[src/rtl/mem_rd_arbiter_pkg.sv]
// Shared types and AXI constants for the memory read arbiter.
package mem_arb_pkg;

    typedef enum logic [1:0] {ARB_IDLE, ARB_AR, ARB_RD, ARB_DONE} arb_state_t;
    typedef enum logic [1:0] {OWN_I, OWN_D, OWN_UC} arb_owner_t;

    localparam logic [1:0] AXI_BURST_INCR = 2'b01;
    localparam logic [2:0] AXI_SIZE_4B    = 3'b010;

    // Round-robin successor: ICACHE -> DCACHE -> UNCACHED -> ICACHE.
    function automatic arb_owner_t owner_after(arb_owner_t o);
        case (o)
            OWN_I:   return OWN_D;
            OWN_D:   return OWN_UC;
            default: return OWN_I;
        endcase
    endfunction

endpackage

[src/rtl/mem_rd_arbiter_if.sv]
// Requester-side handshakes plus the AXI4 read channel of the arbiter.
interface mem_rd_arbiter_if #(
    parameter int LINE_WORDS = 8
);
    logic                        icache_rd_req;
    logic [31:0]                 icache_addr;
    logic                        icache_gnt;
    logic [LINE_WORDS-1:0][31:0] icache_data;

    logic                        dcache_rd_req;
    logic [31:0]                 dcache_addr;
    logic                        dcache_gnt;
    logic [LINE_WORDS-1:0][31:0] dcache_data;

    logic                        uc_rd_req;
    logic [31:0]                 uc_addr;
    logic                        uc_gnt;
    logic [31:0]                 uc_data;

    logic [3:0]                  arid;
    logic [31:0]                 araddr;
    logic [7:0]                  arlen;
    logic [2:0]                  arsize;
    logic [1:0]                  arburst;
    logic                        arvalid;
    logic                        arready;

    logic [3:0]                  rid;
    logic [31:0]                 rdata;
    logic [1:0]                  rresp;
    logic                        rlast;
    logic                        rvalid;
    logic                        rready;

    // Arbiter view.
    modport master (
        input  icache_rd_req, icache_addr, dcache_rd_req, dcache_addr, uc_rd_req, uc_addr,
        output icache_gnt, icache_data, dcache_gnt, dcache_data, uc_gnt, uc_data,
        output arid, araddr, arlen, arsize, arburst, arvalid,
        input  arready,
        input  rid, rdata, rresp, rlast, rvalid,
        output rready
    );

    // Requesters plus AXI slave view.
    modport slave (
        output icache_rd_req, icache_addr, dcache_rd_req, dcache_addr, uc_rd_req, uc_addr,
        input  icache_gnt, icache_data, dcache_gnt, dcache_data, uc_gnt, uc_data,
        input  arid, araddr, arlen, arsize, arburst, arvalid,
        output arready,
        output rid, rdata, rresp, rlast, rvalid,
        input  rready
    );
endinterface

[src/rtl/mem_rd_arbiter_rr_arb3.sv]
// Combinational 3-way round-robin picker starting the search at ptr.
module rr_arb3
    import mem_arb_pkg::*;
(
    input  logic [2:0] req,
    input  arb_owner_t ptr,
    output logic [2:0] grant,
    output arb_owner_t winner,
    output arb_owner_t next_ptr
);

    // Scan ptr, ptr+1, ptr+2 (mod 3) and take the first active request.
    always_comb begin
        logic found;
        int   idx;
        grant    = '0;
        winner   = ptr;
        next_ptr = ptr;
        found    = 1'b0;
        idx      = 0;
        for (int i = 0; i < 3; i++) begin
            idx = int'(ptr) + i;
            if (idx >= 3) idx = idx - 3;
            if (!found && req[idx]) begin
                found      = 1'b1;
                grant[idx] = 1'b1;
                winner     = arb_owner_t'(idx[1:0]);
                next_ptr   = owner_after(arb_owner_t'(idx[1:0]));
            end
        end
    end

endmodule

[src/rtl/mem_rd_arbiter.sv]
// Shares one AXI4 read channel between I-cache, D-cache and uncached loads,
// one burst at a time, assembling beats into a line buffer.
module mem_rd_arbiter
    import mem_arb_pkg::*;
#(
    parameter int         LINE_WORDS = 8,
    parameter logic [3:0] AXI_ID     = 4'd0
) (
    input  logic          clk,
    input  logic          rst,
    mem_rd_arbiter_if.master bus
);

    localparam int          CNT_W    = $clog2(LINE_WORDS);
    localparam logic [7:0]  LINE_LEN = 8'(LINE_WORDS - 1);
    localparam logic [31:0] OFF_MASK = 32'(LINE_WORDS * 4 - 1);

    arb_state_t                  state, state_nxt;
    arb_owner_t                  owner;
    arb_owner_t                  rr_ptr;
    logic [31:0]                 ar_addr;
    logic [7:0]                  ar_len;
    logic [CNT_W-1:0]            beat_cnt;
    logic [LINE_WORDS-1:0][31:0] line_buf;

    logic [2:0]  pick;
    arb_owner_t  pick_owner;
    arb_owner_t  pick_next;
    logic        any_req;
    logic [31:0] line_src;
    logic        last_beat;
    logic        unused_ok;

    rr_arb3 u_rr (
        .req      ({bus.uc_rd_req, bus.dcache_rd_req, bus.icache_rd_req}),
        .ptr      (rr_ptr),
        .grant    (pick),
        .winner   (pick_owner),
        .next_ptr (pick_next)
    );

    assign any_req   = |pick;
    assign line_src  = (pick_owner == OWN_D) ? bus.dcache_addr : bus.icache_addr;
    // rlast is the normal exit; the counter match guards against a missing rlast.
    assign last_beat = bus.rvalid && (bus.rlast || (8'(beat_cnt) == ar_len));
    // rid/rresp carry no meaning with a single outstanding burst and no error path.
    assign unused_ok = ^{bus.rid, bus.rresp};

    // State register.
    always_ff @(posedge clk or posedge rst) begin
        if (rst) state <= ARB_IDLE;
        else     state <= state_nxt;
    end

    // Next-state logic for the IDLE -> AR -> RD -> DONE cycle.
    always_comb begin
        state_nxt = state;
        case (state)
            ARB_IDLE: if (any_req) state_nxt = ARB_AR;
            ARB_AR:   if (bus.arready) state_nxt = ARB_RD;
            ARB_RD:   if (last_beat) state_nxt = ARB_DONE;
            ARB_DONE: state_nxt = ARB_IDLE;
            default:  state_nxt = ARB_IDLE;
        endcase
    end

    // Latch the winner and its AR payload in IDLE; capture R beats in RD.
    always_ff @(posedge clk or posedge rst) begin
        if (rst) begin
            owner    <= OWN_I;
            rr_ptr   <= OWN_I;
            ar_addr  <= '0;
            ar_len   <= '0;
            beat_cnt <= '0;
            line_buf <= '0;
        end else begin
            case (state)
                ARB_IDLE: begin
                    if (any_req) begin
                        owner    <= pick_owner;
                        rr_ptr   <= pick_next;
                        beat_cnt <= '0;
                        if (pick_owner == OWN_UC) begin
                            ar_addr <= bus.uc_addr;
                            ar_len  <= 8'd0;
                        end else begin
                            ar_addr <= line_src & ~OFF_MASK;
                            ar_len  <= LINE_LEN;
                        end
                    end
                end
                ARB_RD: begin
                    if (bus.rvalid) begin
                        line_buf[beat_cnt] <= bus.rdata;
                        beat_cnt           <= beat_cnt + 1'b1;
                    end
                end
                default: ;
            endcase
        end
    end

    assign bus.arid    = AXI_ID;
    assign bus.araddr  = ar_addr;
    assign bus.arlen   = ar_len;
    assign bus.arsize  = AXI_SIZE_4B;
    assign bus.arburst = AXI_BURST_INCR;
    assign bus.arvalid = (state == ARB_AR);
    assign bus.rready  = (state == ARB_RD);

    // Grants come from registered state, so they are clean one-cycle pulses.
    assign bus.icache_gnt = (state == ARB_DONE) && (owner == OWN_I);
    assign bus.dcache_gnt = (state == ARB_DONE) && (owner == OWN_D);
    assign bus.uc_gnt     = (state == ARB_DONE) && (owner == OWN_UC);

    // Outputs read the buffer directly; it holds until the next burst's first beat.
    assign bus.icache_data = line_buf;
    assign bus.dcache_data = line_buf;
    assign bus.uc_data     = line_buf[0];

endmodule

[src/flat_wrapper.sv]
// flat-port wrapper written by rule: the top's interface ports become plain ports
module mem_rd_arbiter_flat import mem_arb_pkg::*;
#(
    parameter int         LINE_WORDS = 8,
    parameter logic [3:0] AXI_ID     = 4'd0
)
  (clk, rst, bus_icache_rd_req, bus_icache_addr, bus_dcache_rd_req, bus_dcache_addr, bus_uc_rd_req, bus_uc_addr, bus_icache_gnt, bus_icache_data, bus_dcache_gnt, bus_dcache_data, bus_uc_gnt, bus_uc_data, bus_arid, bus_araddr, bus_arlen, bus_arsize, bus_arburst, bus_arvalid, bus_arready, bus_rid, bus_rdata, bus_rresp, bus_rlast, bus_rvalid, bus_rready);
  mem_rd_arbiter_if #(.LINE_WORDS(LINE_WORDS)) bus_i ();
  input  logic clk;
  input  logic rst;
  input wire logic [$bits(bus_i.icache_rd_req)-1:0] bus_icache_rd_req;
  input wire logic [$bits(bus_i.icache_addr)-1:0] bus_icache_addr;
  input wire logic [$bits(bus_i.dcache_rd_req)-1:0] bus_dcache_rd_req;
  input wire logic [$bits(bus_i.dcache_addr)-1:0] bus_dcache_addr;
  input wire logic [$bits(bus_i.uc_rd_req)-1:0] bus_uc_rd_req;
  input wire logic [$bits(bus_i.uc_addr)-1:0] bus_uc_addr;
  output wire logic [$bits(bus_i.icache_gnt)-1:0] bus_icache_gnt;
  output wire logic [$bits(bus_i.icache_data)-1:0] bus_icache_data;
  output wire logic [$bits(bus_i.dcache_gnt)-1:0] bus_dcache_gnt;
  output wire logic [$bits(bus_i.dcache_data)-1:0] bus_dcache_data;
  output wire logic [$bits(bus_i.uc_gnt)-1:0] bus_uc_gnt;
  output wire logic [$bits(bus_i.uc_data)-1:0] bus_uc_data;
  output wire logic [$bits(bus_i.arid)-1:0] bus_arid;
  output wire logic [$bits(bus_i.araddr)-1:0] bus_araddr;
  output wire logic [$bits(bus_i.arlen)-1:0] bus_arlen;
  output wire logic [$bits(bus_i.arsize)-1:0] bus_arsize;
  output wire logic [$bits(bus_i.arburst)-1:0] bus_arburst;
  output wire logic [$bits(bus_i.arvalid)-1:0] bus_arvalid;
  input wire logic [$bits(bus_i.arready)-1:0] bus_arready;
  input wire logic [$bits(bus_i.rid)-1:0] bus_rid;
  input wire logic [$bits(bus_i.rdata)-1:0] bus_rdata;
  input wire logic [$bits(bus_i.rresp)-1:0] bus_rresp;
  input wire logic [$bits(bus_i.rlast)-1:0] bus_rlast;
  input wire logic [$bits(bus_i.rvalid)-1:0] bus_rvalid;
  output wire logic [$bits(bus_i.rready)-1:0] bus_rready;
  assign bus_i.icache_rd_req = bus_icache_rd_req;
  assign bus_i.icache_addr = bus_icache_addr;
  assign bus_i.dcache_rd_req = bus_dcache_rd_req;
  assign bus_i.dcache_addr = bus_dcache_addr;
  assign bus_i.uc_rd_req = bus_uc_rd_req;
  assign bus_i.uc_addr = bus_uc_addr;
  assign bus_icache_gnt = bus_i.icache_gnt;
  assign bus_icache_data = bus_i.icache_data;
  assign bus_dcache_gnt = bus_i.dcache_gnt;
  assign bus_dcache_data = bus_i.dcache_data;
  assign bus_uc_gnt = bus_i.uc_gnt;
  assign bus_uc_data = bus_i.uc_data;
  assign bus_arid = bus_i.arid;
  assign bus_araddr = bus_i.araddr;
  assign bus_arlen = bus_i.arlen;
  assign bus_arsize = bus_i.arsize;
  assign bus_arburst = bus_i.arburst;
  assign bus_arvalid = bus_i.arvalid;
  assign bus_i.arready = bus_arready;
  assign bus_i.rid = bus_rid;
  assign bus_i.rdata = bus_rdata;
  assign bus_i.rresp = bus_rresp;
  assign bus_i.rlast = bus_rlast;
  assign bus_i.rvalid = bus_rvalid;
  assign bus_rready = bus_i.rready;
  mem_rd_arbiter #(.LINE_WORDS(LINE_WORDS), .AXI_ID(AXI_ID)) u_core (.clk(clk), .rst(rst), .bus(bus_i));
endmodule
[config.mk]
export PLATFORM = sky130hd
export DESIGN_NAME = mem_rd_arbiter_flat
export DESIGN_NICKNAME = d
export VERILOG_FILES = /design/src/rtl/mem_rd_arbiter_pkg.sv /design/src/rtl/mem_rd_arbiter_if.sv /design/src/rtl/mem_rd_arbiter_rr_arb3.sv /design/src/rtl/mem_rd_arbiter.sv /design/src/flat_wrapper.sv
export SDC_FILE = /design/constraint.sdc
export NUM_CORES = 1
export LEC_CHECK = 0
export ABC_AREA = 0
export CORE_AREA = 2 2 291 293
export CTS_CLUSTER_DIAMETER = 50
export DETAILED_ROUTE_END_ITERATION = 7
export DIE_AREA = 0 0 293 295
export MAX_ROUTING_LAYER = met4
export PLACE_DENSITY = 0.42
export SLEW_MARGIN = 20
export SYNTH_ARGS = -nofsm -noshare
export SYNTH_HDL_FRONTEND = slang
export SYNTH_HIERARCHICAL = 1
export SYNTH_SLANG_ARGS = --single-unit
[constraint.sdc]
create_clock -name clk -period 11.7 [get_ports clk]
set_clock_uncertainty 0.2 [all_clocks]
set_input_delay 1.17 -clock clk [delete_from_list [all_inputs] [get_ports clk]]
set_output_delay 1.17 -clock clk [all_outputs]
set_load 0.01 [all_outputs]
## Word level (Yosys, flattened, before mapping)

Index checks and enable logic that the tools add are counted.

| storage, ports and cells | value |
|---|---|
| bits of input ports | 142 |
| output and inout bits | 598 |
| word-level logic and storage cells | 119 |
| bits in registers | 305 |

| operators by class | value |
|---|---|
| equality and inequality tests | 15 |
| add/subtract/negate cells | 6 |
| muxes and demuxes | 45 |
| $lt $le $gt $ge | 11 |
| reduce and logical (&&, ||, !) cells | 26 |
| bitwise gates (word level) | 2 |

Operator list:

| kind | count |
|---|---|
| 256-bit bitwise mux | 1 |
| 32-bit two-way mux | 6 |
| 32-bit demux with 3-bit select | 1 |
| 32-bit by 1-bit greater-or-equal comparator with 1-bit output, second input constant | 3 |
| 32-bit by 4-bit < comparator with 1-bit output, second input constant | 3 |
| 2-bit two-way mux | 9 |
| 3-bit two-way mux | 6 |
| 2-bit by 1-bit == test with 1-bit output, second input constant | 6 |
| 2-bit one-hot mux with 2 select lines | 3 |
| 1-bit two-way mux | 11 |
| 1-bit logical AND | 10 |
| 2-bit zero test | 5 |
| 3-bit AND reduction | 3 |
| 2-bit == test, second input constant | 4 |
| 3-bit by 8-bit == test with 1-bit output | 1 |
| 2-bit one-hot mux with 4 select lines | 1 |
| 3-bit by 2-bit subtractor with 4-bit output, second input constant | 2 |
| 1-bit binary-select mux with 2-bit select | 3 |
| 1-bit demux with 2-bit select | 3 |
| 3-bit by 2-bit greater-or-equal comparator with 1-bit output, second input constant | 2 |
| 2-bit by 1-bit inequality test with 1-bit output, second input constant | 3 |
| 3-bit bitwise OR | 2 |
| 3-bit one-hot mux with 2 select lines | 1 |
| 3-bit by 4-bit < comparator with 1-bit output, second input constant | 1 |
| other kinds (13) | 15 |

## Logic depth before layout (Yosys ltp)

Gate-level depths: netlist of the first run.

| depth | value |
|---|---|
| depth in word-level cells | 15 |
| gate-level depth with buffers | 14 |
| depth with buffers taken out | 11 |

## Modules after synthesis

Netlist of the first run, hierarchy kept.

Modules (own cells, without submodules):

| module | area each (sq um) | seq. area each (sq um) | cells an instance | times used |
|---|---|---|---|---|
| mem_rd_arbiter | 14447.6 | 7457.2 | 1140 | 1 |
| rr_arb3 | 366.6 | 0.0 | 54 | 1 |

## Worst setup path before layout of the first run

Ideal clock, no wire load.

| timing path | value |
|---|---|
| kind | input to register |
| start point | in bus_uc_rd_req |
| end point | reg u_core.ar_addr[31], in the netlist u_core/bus.araddr[31] |
| buffers on the path | 2 |
| arrival time | 2.998 ns |
| slack | 8.368 ns |
| stages | 9 |
| data required time | 11.366 ns |
| library setup time | 0.134 ns |
| cell sequence | o31ai_2 -> o2111ai_1 -> a221o_1 -> a21oi_1 -> buf_2 -> buf_2 -> mux2_2 -> o21ai_0 -> o21ai_0 |

| between the ends | value |
|---|---|
| longest elaborated chain between the ends | 13 |
| elaborated cells between the ends (all ways) | 29 |
| those cells by class | eq/ne (2); mux (19); bitwise (2); reduce/logical (6) |

RTL lines:

| what | RTL line | text |
|---|---|---|
| start: declaration | flat_wrapper.sv:15 | `input wire logic [$bits(bus_i.uc_rd_req)-1:0] bus_uc_rd_req;` |
| 1-bit binary-select mux with 2-bit select | mem_rd_arbiter_rr_arb3.sv:24 | `if (!found && req[idx]) begin` |
| 1-bit two-way mux (not written as such) (2 in series) | mem_rd_arbiter_rr_arb3.sv:24 |  |
| 1-bit two-way mux | mem_rd_arbiter_rr_arb3.sv:24 |  |
| 1-bit zero test | mem_rd_arbiter_rr_arb3.sv:24 |  |
| 1-bit logical AND | mem_rd_arbiter_rr_arb3.sv:24 |  |
| 1-bit two-way mux | mem_rd_arbiter_rr_arb3.sv:24 |  |
| 1-bit zero test | mem_rd_arbiter_rr_arb3.sv:24 |  |
| 1-bit logical AND | mem_rd_arbiter_rr_arb3.sv:24 |  |
| 2-bit two-way mux (*) | mem_rd_arbiter_rr_arb3.sv:24 |  |
| net u_core.pick_owner[0] | mem_rd_arbiter.sv:27 | `arb_owner_t pick_owner;` |
| 2-bit by 1-bit == test with 1-bit output | mem_rd_arbiter.sv:43 | `assign line_src = (pick_owner == OWN_D) ? bus.dcache_addr : bus.icache_addr;` |
| 32-bit two-way mux | mem_rd_arbiter.sv:43 |  |
| 32-bit two-way mux (*) | mem_rd_arbiter.sv:83 | `if (pick_owner == OWN_UC) begin` |
| end signal: assignment | mem_rd_arbiter.sv:84 | `ar_addr <= bus.uc_addr;` |
| end signal: assignment | mem_rd_arbiter.sv:87 | `ar_addr <= line_src & ~OFF_MASK;` |
| end: declaration | mem_rd_arbiter.sv:21 | `logic [31:0] ar_addr;` |

The timed path passes the listed nets; every way through them passes the cells marked *. The select of a mux whose other input is x is not followed.
A chain may end at the register's enable or synchronous reset.

## Worst setup path after layout of the first run

| timing path | value |
|---|---|
| start point | in bus_uc_rd_req |
| end point | reg u_core.ar_addr[11], in the netlist u_core/bus.araddr[11] |

Same word-level chain as after synthesis.

==> results of run 1 <==
-- cell type report --
class / instances / area, sq um
antenna: 5 / 12.5
clock buffer: 63 / 1360
clock inverter: 23 / 329
fill: 8572 / 60500
inverter: 10 / 45.0
multi-input combinational: 544 / 4870
sequential: 298 / 7460
tap: 1080 / 1350
timing repair buffer: 725 / 7260
-- how the worst max path moves through the flow --
| stage | slack (ns) | startpoint | depth (start not counted) | end |
|---|---|---|---|---|
| 2_1_floorplan | 2.10 | rst | 1 | u_core/beat_cnt[0] |
| 3_3_place_gp | 6.91 | bus_uc_rd_req | 9 | u_core/bus.araddr[11] |
| 3_5_place_dp | 6.88 | bus_uc_rd_req | 9 | u_core/bus.araddr[11] |
| 4_1_cts | 7.52 | bus_uc_rd_req | 9 | u_core/bus.araddr[11] |
| 5_1_grt | 7.30 | bus_uc_rd_req | 9 | u_core/bus.araddr[11] |
| 6_report | 7.53 | bus_uc_rd_req | 9 | u_core/bus.araddr[11] |
-- per-layer routing --
| metal | routed length (microns) | part of all wire (%) | up-vias | global-route usage (%) |
|---|---|---|---|---|
| met2 | 29000 | 53 | 339 | 21.9 |
| met1 | 22200 | 41 | 5162 | 14.4 |
| met3 | 2370 | 4.3 | 66 | 2.12 |
| li1 | - | - | 4625 | - |
| met5 | 0 | 0 | - | - |
| met4 | 1050 | 1.9 | 0 | 3.43 |
-- cells in the final DEF (no fill, tap or decap), types with 3 or more instances in the layout --
cell	instances
bufinv_16	7
clkdlybuf4s50_1	709
mux2_4	9
buf_4	14
nor3_1	3
a22o_1	3
o21ai_0	68
clkbuf_8	10
conb_1	14
clkbuf_1	5
nand3b_1	3
ha_1	10
diode_2	5
clkbuf_16	48
mux2_2	280
clkinv_2	7
mux2i_1	31
a21oi_1	3
nand2_1	77
dfrtp_1	298
nor2_4	6
inv_1	8
nor2_1	3
clkinvlp_4	4
-- metrics by stage --
step                      setup slack [ns]  std cells  instance area [sq um]  hold WS, ns
after global placement                6.91       2655                  20900        0.267
after detailed placement              6.88       2655                  20900        0.270
final                                 7.53       2748                  22700        0.275
after floorplan                       2.10       1206                  14900        0.310
after global routing                  7.30       2745                  22700        0.302
after CTS                             7.52       2741                  22600        0.280
-- power breakdown --
part	total, W	internal (W)	switching, W
Sequential	0.00167	0.00134	0.000334
Clock	0.00149	0.000968	0.000518
Combinational	0.00260	0.00149	0.00110
-- flip-flops by register name, indices dropped and copies added (netlist names) --
signal / count
u_core/bus.dcache_data: 224
u_core/bus.araddr: 32
u_core/bus.uc_data: 32
u_core/beat_cnt: 3
u_core/owner: 2
u_core/rr_ptr: 2
u_core/state: 2
u_core/bus.arlen: 1
-- kinds of logic after synthesis --
family          after synthesis
other cells                   2
simple gates                111
flops                       298
buf+inv                     364
mux                         320
fa+ha+maj                    10
compound gates               89
-- worst reg2reg max path, stage by stage, from the launching register on --
cell and delay [ns]:
dfrtp_1 0.43, inv_1 0.09, ha_1 0.44, o31ai_2 0.28, o2111ai_1 0.15, a221o_1 0.45, a21oi_4 0.31, buf_4 0.64
mux2_2 0.44, o21ai_0 0.34, o21ai_0 0.14
==> flow_summary.yaml, run 1 <==
run_status:
  status: "completed"
routing:
  drc: 0
  ant_nets: 0
  firstDrtPassIters: 4
  wire_per_inst_microns: 19.9
  vias: 10200
  drt_iter0_drc: 248
  drt-total-wl_microns: 54700
  viasPerCell: 3.71
synth:
  synth_top_family_by_area: "multiplexers"
  synth_area_leader_cell: "dfrtp_1"
  yosysWarnings: 6
  ys_seq_elements: 298
  synth_most_common_cell: "buf_4"
  syn-cell-area_sq_mm: 0.0148
  synth.area.top_cells: "dfrtp_1, mux2_2, buf_4"
  synthSimpleGateAreaFrac_pct: 3.39
  yosys-top-cells-count: "buf_4, dfrtp_1, mux2_2"
  synthMuxAreaShare_pct: 24.3
  synth_edf_count: 0
  synth_compound_area_share_pct: 3.41
  ys_seq_area_share_pct: 50.3
  synth_top_area_share_pct: 50.3
  avgSynthCellArea_sq_um: 12.4
  synth-main-ff-cell: "dfrtp_1"
  async_flop_share_pct: 100
  synth_xor_area_share_pct: 0
  synthCells: 1194
  synth.distinct_cells: 47
  synth_adder_area_share_pct: 0.845
worst_setup_path:
  crit_path_frequent_cell: "o21ai_0"
  arrival_ns: 4.38
  critical_path.cell_chain: "clkdlybuf4s50_1, o31ai_2, o2111ai_1, a221o_1, a21oi_4, buf_4, mux2_2, o21ai_0, o21ai_0"
  critPathBufInv: 2
  required_ns: 11.91
  rr_worst_depth: 10
  cp_top_family: "compound AO/OA/AOI/OAI gates"
  startpoint_type: "primary input"
  crit_type: "in2reg"
  crit_path_end_kind: "flop"
  cp_slowest_cell: "buf_4"
  crit_path_max_incr_delay_ns: 0.64
  r2r_end: "u_core/bus.araddr[11]"
  worstPathMaxFanout: 49
  rr_startpoint: "u_core/rr_ptr[0]"
  rrSetupSlack_ns: 7.64
worst_hold_path:
  hold_end: "u_core/bus.araddr[26]"
  hp-class: "reg2reg"
  hold_depth: 2
  hp-start: "u_core/bus.araddr[26]"
timing:
  fin_crit_ns: 4.17
  slew_violations: 0
  worst_slew_pin_slew_ns: 0.851
  setup_viol: 0
  finalCritPeriodShare_pct: 35.6
  setup-tns-final_ns: 0
  max_slew_margin_pct: 43.1
  fmaxAchievable_mhz: 240
  hold_violations: 0
  rsz0062_at_grt: "no"
cts:
  cts_tree: "done"
  ctsLongestPathBuffers: 3
  clk-insertion-delay-late_ns: 0.56
  htree_num_levels: 2
  cts_hold_buf: 0
  cts_buffers: 47
  cts_root_buf: "clkbuf_16"
  clock_sinks: 298
  post_cts.repair.setup_buffers: 0
  post_cts_resized: 0
  clk_pin_slew_ns: 0.05
layout:
  nets: 1778
  final_util_pct: 27.3
  syn2layout_area_growth_pct: 53.1
  final_layout_size_suffix_gt1_share_pct: 24.4
global_route:
  grt_antenna_before_repair: 3
  grt_pass1_vias: 10500
  grt_usage_pct: 12.4
  grt-ovfl-total: 0
  grt_pass1_wl_microns: 76300
  grt_max_degree: 100
power_and_ir_drop:
  power_density_mw_per_mm2: 254
  irDropWorstVdd_mv: 0.121
  leakage_nw: 9.57
  p_total_w: 0.00576
die:
  rows: 106
  fp.dieArea_sq_mm: 0.0864
  start_util_pct: 17.8
  die_h_microns: 295
  die_x_microns: 293
  core_area_sq_mm: 0.0832
  ios: 740
run:
  maxCapViolCount: 0
placed_design:
  place.gp.congestion: 0.776
  hpwlAfterDp_microns: 40500
  io_buffers: 709
Power figures use the tool's default switching activity.
==> run 2: changes to the inputs <==
- CORE_AREA: 2 2 291 293 -> 2 2 289 291
- DIE_AREA: 0 0 293 295 -> 0 0 291 293
- PLACE_DENSITY: 0.42 -> 0.44
- clock period: 11.7 -> 3.5 ns (I/O delays scaled with it)
==> run 2 against run 1 <==
  * Setup slack worse by 7.3 ns
  * Core utilization grew 0.41 points
  * Sequential share of layout area is essentially flat
  * Die area fell by 1.4%
  * Hold slack lost 0.24 ns
  * Final cell count about the same
==> flow_summary.yaml, run 2 (synthesis gave the netlist of run 1 again) <==
worst_setup_path:
  r2r_end: "u_core/bus.araddr[22]"
  cp_slowest_cell: "a221o_1"
  cp_top_family: "compound AO/OA/AOI/OAI gates"
  startpoint_type: "flop"
  crit_path_max_incr_delay_ns: 0.46
  rr_startpoint: "u_core/rr_ptr[0]"
  required_ns: 3.72
  arrival_ns: 3.49
  critPathBufInv: 3
  rr_worst_depth: 11
  critical_path.cell_chain: "inv_1, ha_1, o31ai_2, o2111ai_1, a221o_1, a21oi_4, buf_4, buf_6, mux2_2, o21ai_0, o21ai_0"
  rrSetupSlack_ns: 0.22
  worstPathMaxFanout: 14
  path_depth: 11
  crit_path_end_kind: "flop"
  crit_path_frequent_cell: "o21ai_0"
  crit_type: "reg2reg"
timing:
  setup-tns-final_ns: 0
  fmaxAchievable_mhz: 305
  max_slew_margin_pct: 54.3
  fin_hold_ws_ns: 0.0316
  setup_viol: 0
  fin_crit_ns: 3.28
  finalCritPeriodShare_pct: 93.7
  hold_violations: 0
  worst_slew_pin_slew_ns: 0.685
  slew_violations: 0
  rsz0062_at_grt: "no"
layout:
  final_cell_mix: "clkdlybuf4s50_1, dfrtp_1, mux2_2, nand2_1, o21ai_0"
  syn2layout_area_growth_pct: 52.9
  final_util_pct: 27.7
  instances_no_fill: 2749
  final_common_cell: "clkdlybuf4s50_1"
  fillers: 8438
  final_layout_size_suffix_gt1_share_pct: 24.9
  nets: 1796
  largest_reg_flops: 224
power_and_ir_drop:
  intPower_w: 0.0125
  combinationalPowerShare_pct: 47.2
  irDropWorstVdd_mv: 0.329
  clkPwrFrac_pct: 23.2
  power_density_mw_per_mm2: 844
  power_switching_w: 0.00668
  leakage_nw: 9.58
  pwr-share-seq_pct: 29.5
  power_switching_share_pct: 34.9
cts:
  clock_sinks: 298
  cts_tree: "done"
  clk-insertion-delay-late_ns: 0.54
  cts_root_buf: "clkbuf_16"
  clk_pin_slew_ns: 0.06
  htree_num_levels: 2
  cts_buffers: 43
  ctsLongestPathBuffers: 3
  cts_hold_buf: 0
die:
  fp.dieArea_sq_mm: 0.0853
  die_x_microns: 291
  die_h_microns: 293
  start_util_pct: 18.1
  ios: 740
  rows: 105
  core_area_sq_mm: 0.0818
global_route:
  met2_usage_pct: 22.6
  grt_max_degree: 61
  grt_usage_pct: 12.5
  grt_pass1_wl_microns: 76800
  grt_pass1_vias: 10700
  grt-ovfl-total: 0
  gr-max-usage-layer: "met2"
  grt_antenna_before_repair: 2
  met3_usage_pct: 2.44
  grt_use_met1_pct: 14.1
routing:
  drc: 0
  drt_iter0_drc: 232
  firstDrtPassIters: 4
  viasPerCell: 3.75
  ant_nets: 0
  drt-total-wl_microns: 54600
  vias: 10300
  wire_per_inst_microns: 19.9
run:
  maxCapViolCount: 0
placed_design:
  hpwlAfterDp_microns: 41300
  io_buffers: 709
  place.gp.congestion: 0.788
  dp.cells: 2665
worst_hold_path:
  hp-class: "in2async"
run_status:
  status: "completed"
==> run 2: layout make-up <==
class	count	area (sq um)	area share [%]
Timing Repair Buffer	747	7470	33.0
Sequential cell	298	7460	32.9
Multi-Input combinational cell	544	4870	21.5
Tap cell	1070	1340	5.91
Clock buffer	58	1190	5.26
Clock inverter	20	275	1.21
Inverter	10	41.3	0.182
Antenna cell	2	5.00	0.0221
==> run 2: worst max path at each step <==
stage,startpoint,end,slack (ns)
after detailed placement,bus_uc_rd_req,u_core/state[1],0.13
after floorplan,rst,u_core/beat_cnt[0],-1.01
after CTS,u_core/rr_ptr[1],u_core/state[1],0.18
final,u_core/rr_ptr[0],u_core/bus.araddr[22],0.22
after global placement,bus_uc_rd_req,u_core/state[1],0.23
after global routing,u_core/rr_ptr[0],u_core/bus.araddr[20],0.01
==> run 2: stage by stage <==
| stage | setup slack (ns) | total power [W] | instance area (sq um) |
|---|---|---|---|
| after floorplan | -1.01 | 0.0105 | 14900 |
| after global placement | 0.228 | 0.0147 | 21100 |
| after detailed placement | 0.132 | 0.0147 | 21100 |
| after CTS | 0.175 | 0.0194 | 22600 |
| after global routing | 0.0127 | 0.0202 | 22700 |
| final | 0.221 | 0.0191 | 22700 |
==> run 2: power groups by stage <==
| stage | Sequential [W] | Combinational, W | Clock [W] |
|---|---|---|---|
| global placement | 0.00571 | 0.00894 | 0 |
| global route | 0.00582 | 0.00965 | 0.00478 |
| detailed placement | 0.00577 | 0.00897 | 0 |
| finish | 0.00565 | 0.00903 | 0.00445 |
| floorplan | 0.00568 | 0.00485 | 0 |
| CTS | 0.00573 | 0.00900 | 0.00463 |
==> run 2: timing repair <==
action | 4_1_cts | 5_1_grt
gates resized for setup | 0 | 5
setup buffers | 0 | 2
endpoints found under the hold margin | 0 | 0
endpoints found under the setup margin | 0 | 28
==> run 2: per-layer routing <==
metal | vias to the layer above | part of all wire [%]
met5 | - | 0
met3 | 65 | 4.6
met1 | 5198 | 40
met2 | 374 | 53
met4 | 0 | 2.4
li1 | 4667 | -
==> run 2: worst reg2reg max path: cells and delay by family, from the launching register on <==
kind | cells | cell delay [ns]
AO/OA/AOI/OAI | 6 | 1.30
adder cells (fa/ha/maj) | 1 | 0.40
buffers and inverters | 3 | 0.46
flip-flops | 1 | 0.44
multiplexers | 1 | 0.35
==> run 3: changes to the inputs <==
- CTS_CLUSTER_DIAMETER: 50 -> default
==> run 3 against run 2 <==
  * Non-clock buffer count unchanged
  * Critical path depth stayed put
  * Clock-buffer cell count is 3 lower
  * Design area is 1.1% lower
  * Fmax is 0.77% lower
  * Wire length increased by 0.13%
  * Sequential cell count unchanged
  * Hold slack gained 0.011 ns
  * Die area did not move
  * Final cell count down 0.51%
  * First-iteration DRC count grew 7.3%
  * Global-route usage hardly changed
==> flow_summary.yaml, run 3 (synthesis gave the netlist of run 1 again) <==
placed_design:
  hpwlAfterDp_microns: 41300
  dp.cells: 2665
  placedInstanceArea_sq_mm: 0.0211
  place.gp.congestion: 0.788
  io_buffers: 709
die:
  start_util_pct: 18.1
  ios: 740
  rows: 105
  die_x_microns: 291
  core_area_sq_mm: 0.0818
  die_h_microns: 293
  fp.dieArea_sq_mm: 0.0853
timing:
  fin_crit_ns: 3.30
  finalCritPeriodShare_pct: 94.4
  hold_violations: 0
  max_slew_margin_pct: 55.1
  fmaxAchievable_mhz: 303
  setup_viol: 0
  slew_violations: 0
  worst_slew_pin_slew_ns: 0.671
worst_setup_path:
  crit_path_frequent_cell: "o21ai_0"
  critical_path.cell_chain: "inv_1, ha_1, o31ai_2, o2111ai_1, a221o_1, a21oi_4, buf_4, buf_6, mux2_2, o21ai_0, o21ai_0"
  crit_type: "reg2reg"
  crit_path_max_incr_delay_ns: 0.46
  critPathBufInv: 3
  required_ns: 3.72
  cp-startpoint: "u_core/rr_ptr[0]"
  cp_top_family: "compound AO/OA/AOI/OAI gates"
  worstPathMaxFanout: 14
  startpoint_type: "flop"
  r2r_end: "u_core/bus.araddr[22]"
  crit_path_end_kind: "flop"
  rrSetupSlack_ns: 0.20
  cp_slowest_cell: "a221o_1"
  rr_worst_depth: 11
  rr_startpoint: "u_core/rr_ptr[0]"
  arrival_ns: 3.52
layout:
  nets: 1790
  syn2layout_area_growth_pct: 51.2
  finalInstanceArea_sq_mm: 0.0224
  final_cell_mix: "clkdlybuf4s50_1, dfrtp_1, mux2_2, nand2_1, o21ai_0"
  final_common_cell: "clkdlybuf4s50_1"
  largest_reg_flops: 224
  instances_no_fill: 2735
  final_layout_size_suffix_gt1_share_pct: 24.2
power_and_ir_drop:
  combinationalPowerShare_pct: 48.7
  irDropWorstVdd_mv: 0.366
  power_switching_w: 0.00653
  leakage_nw: 9.47
  intPower_w: 0.0120
  power_switching_share_pct: 35.2
  clkPwrFrac_pct: 20.9
  pwr-share-seq_pct: 30.4
  power_density_mw_per_mm2: 828
global_route:
  grt_pass1_wl_microns: 76600
  grt_pass1_vias: 10700
  grt_antenna_before_repair: 2
  grt_max_degree: 61
  grt_usage_pct: 12.5
  grt-ovfl-total: 0
cts:
  htree_num_levels: 2
  cts_buffers: 37
  clk_pin_slew_ns: 0.06
  ctsLongestPathBuffers: 3
  clock_sinks: 298
  clk-insertion-delay-late_ns: 0.54
  cts_tree: "done"
  cts_root_buf: "clkbuf_16"
run_status:
  status: "completed"
worst_hold_path:
  hp-class: "in2async"
routing:
  drt_iter0_drc: 249
  drt-total-wl_microns: 54700
  drc: 0
  viasPerCell: 3.75
  wire_per_inst_microns: 20.0
  firstDrtPassIters: 5
  ant_nets: 0
  vias: 10300
run:
  maxCapViolCount: 0
## run 3: layout make-up
| type | count | area (sq um) |
|---|---|---|
| antenna | 2 | 5.00 |
| clock buffer | 55 | 1090 |
| clock inverter | 9 | 131 |
| fill | 8459 | 59400 |
| inverter | 10 | 41.3 |
| multi-input combinational | 544 | 4870 |
| sequential | 298 | 7460 |
| tap | 1070 | 1340 |
| timing repair buffer | 747 | 7470 |
## run 3: stage by stage
step                      setup slack, ns   TNS, ns  hold WS (ns)  power (W)  utilization [%]
after floorplan                     -1.01   -300.71         0.286     0.0105                -
after global placement              0.228         0         0.265     0.0147             25.8
after detailed placement            0.132         0         0.269     0.0147             25.8
after CTS                           0.174         0        0.0265     0.0188             27.3
after global routing             -0.00435  -0.00673        0.0517     0.0196             27.4
final                               0.196         0        0.0428     0.0186             27.4
## run 3: worst max path at each step
| stage | slack, ns | endpoint | cells after the start |
|---|---|---|---|
| global placement | 0.23 | u_core/state[1] | 10 |
| global route | -0.004 | u_core/bus.araddr[20] | 12 |
| finish | 0.20 | u_core/bus.araddr[22] | 11 |
| detailed placement | 0.13 | u_core/state[1] | 10 |
| CTS | 0.17 | u_core/state[1] | 11 |
| floorplan | -1.01 | u_core/beat_cnt[0] | 1 |
## run 3: repair_timing
action | CTS | global route
setup endpoints to repair | 0 | 31
setup buffers | 0 | 2
hold buffers | 0 | 0
gates resized for setup | 0 | 5
## run 3: power by group through the flow
stage	sequential, W	clock [W]	combinational (W)
3_3_place_gp	0.00571	0	0.00894
6_report	0.00565	0.00387	0.00904
2_1_floorplan	0.00568	0	0.00485
3_5_place_dp	0.00577	0	0.00897
5_1_grt	0.00582	0.00418	0.00965
4_1_cts	0.00573	0.00404	0.00900
## run 3: worst register-to-register path: stages (launching register included)
cell	delay, ns
dfrtp_1	0.45
inv_1	0.10
ha_1	0.40
o31ai_2	0.27
o2111ai_1	0.15
a221o_1	0.46
a21oi_4	0.18
buf_4	0.16
buf_6	0.22
mux2_2	0.36
o21ai_0	0.15
o21ai_0	0.09
## run 3: metal layers
layer	vias to the layer above	GRT usage [%]	part of all wire (%)
met5	-	-	0
met4	0	3.40	2.3
met3	63	2.43	4.7
met2	376	22.6	54
met1	5192	14.0	39
li1	4632	-	-
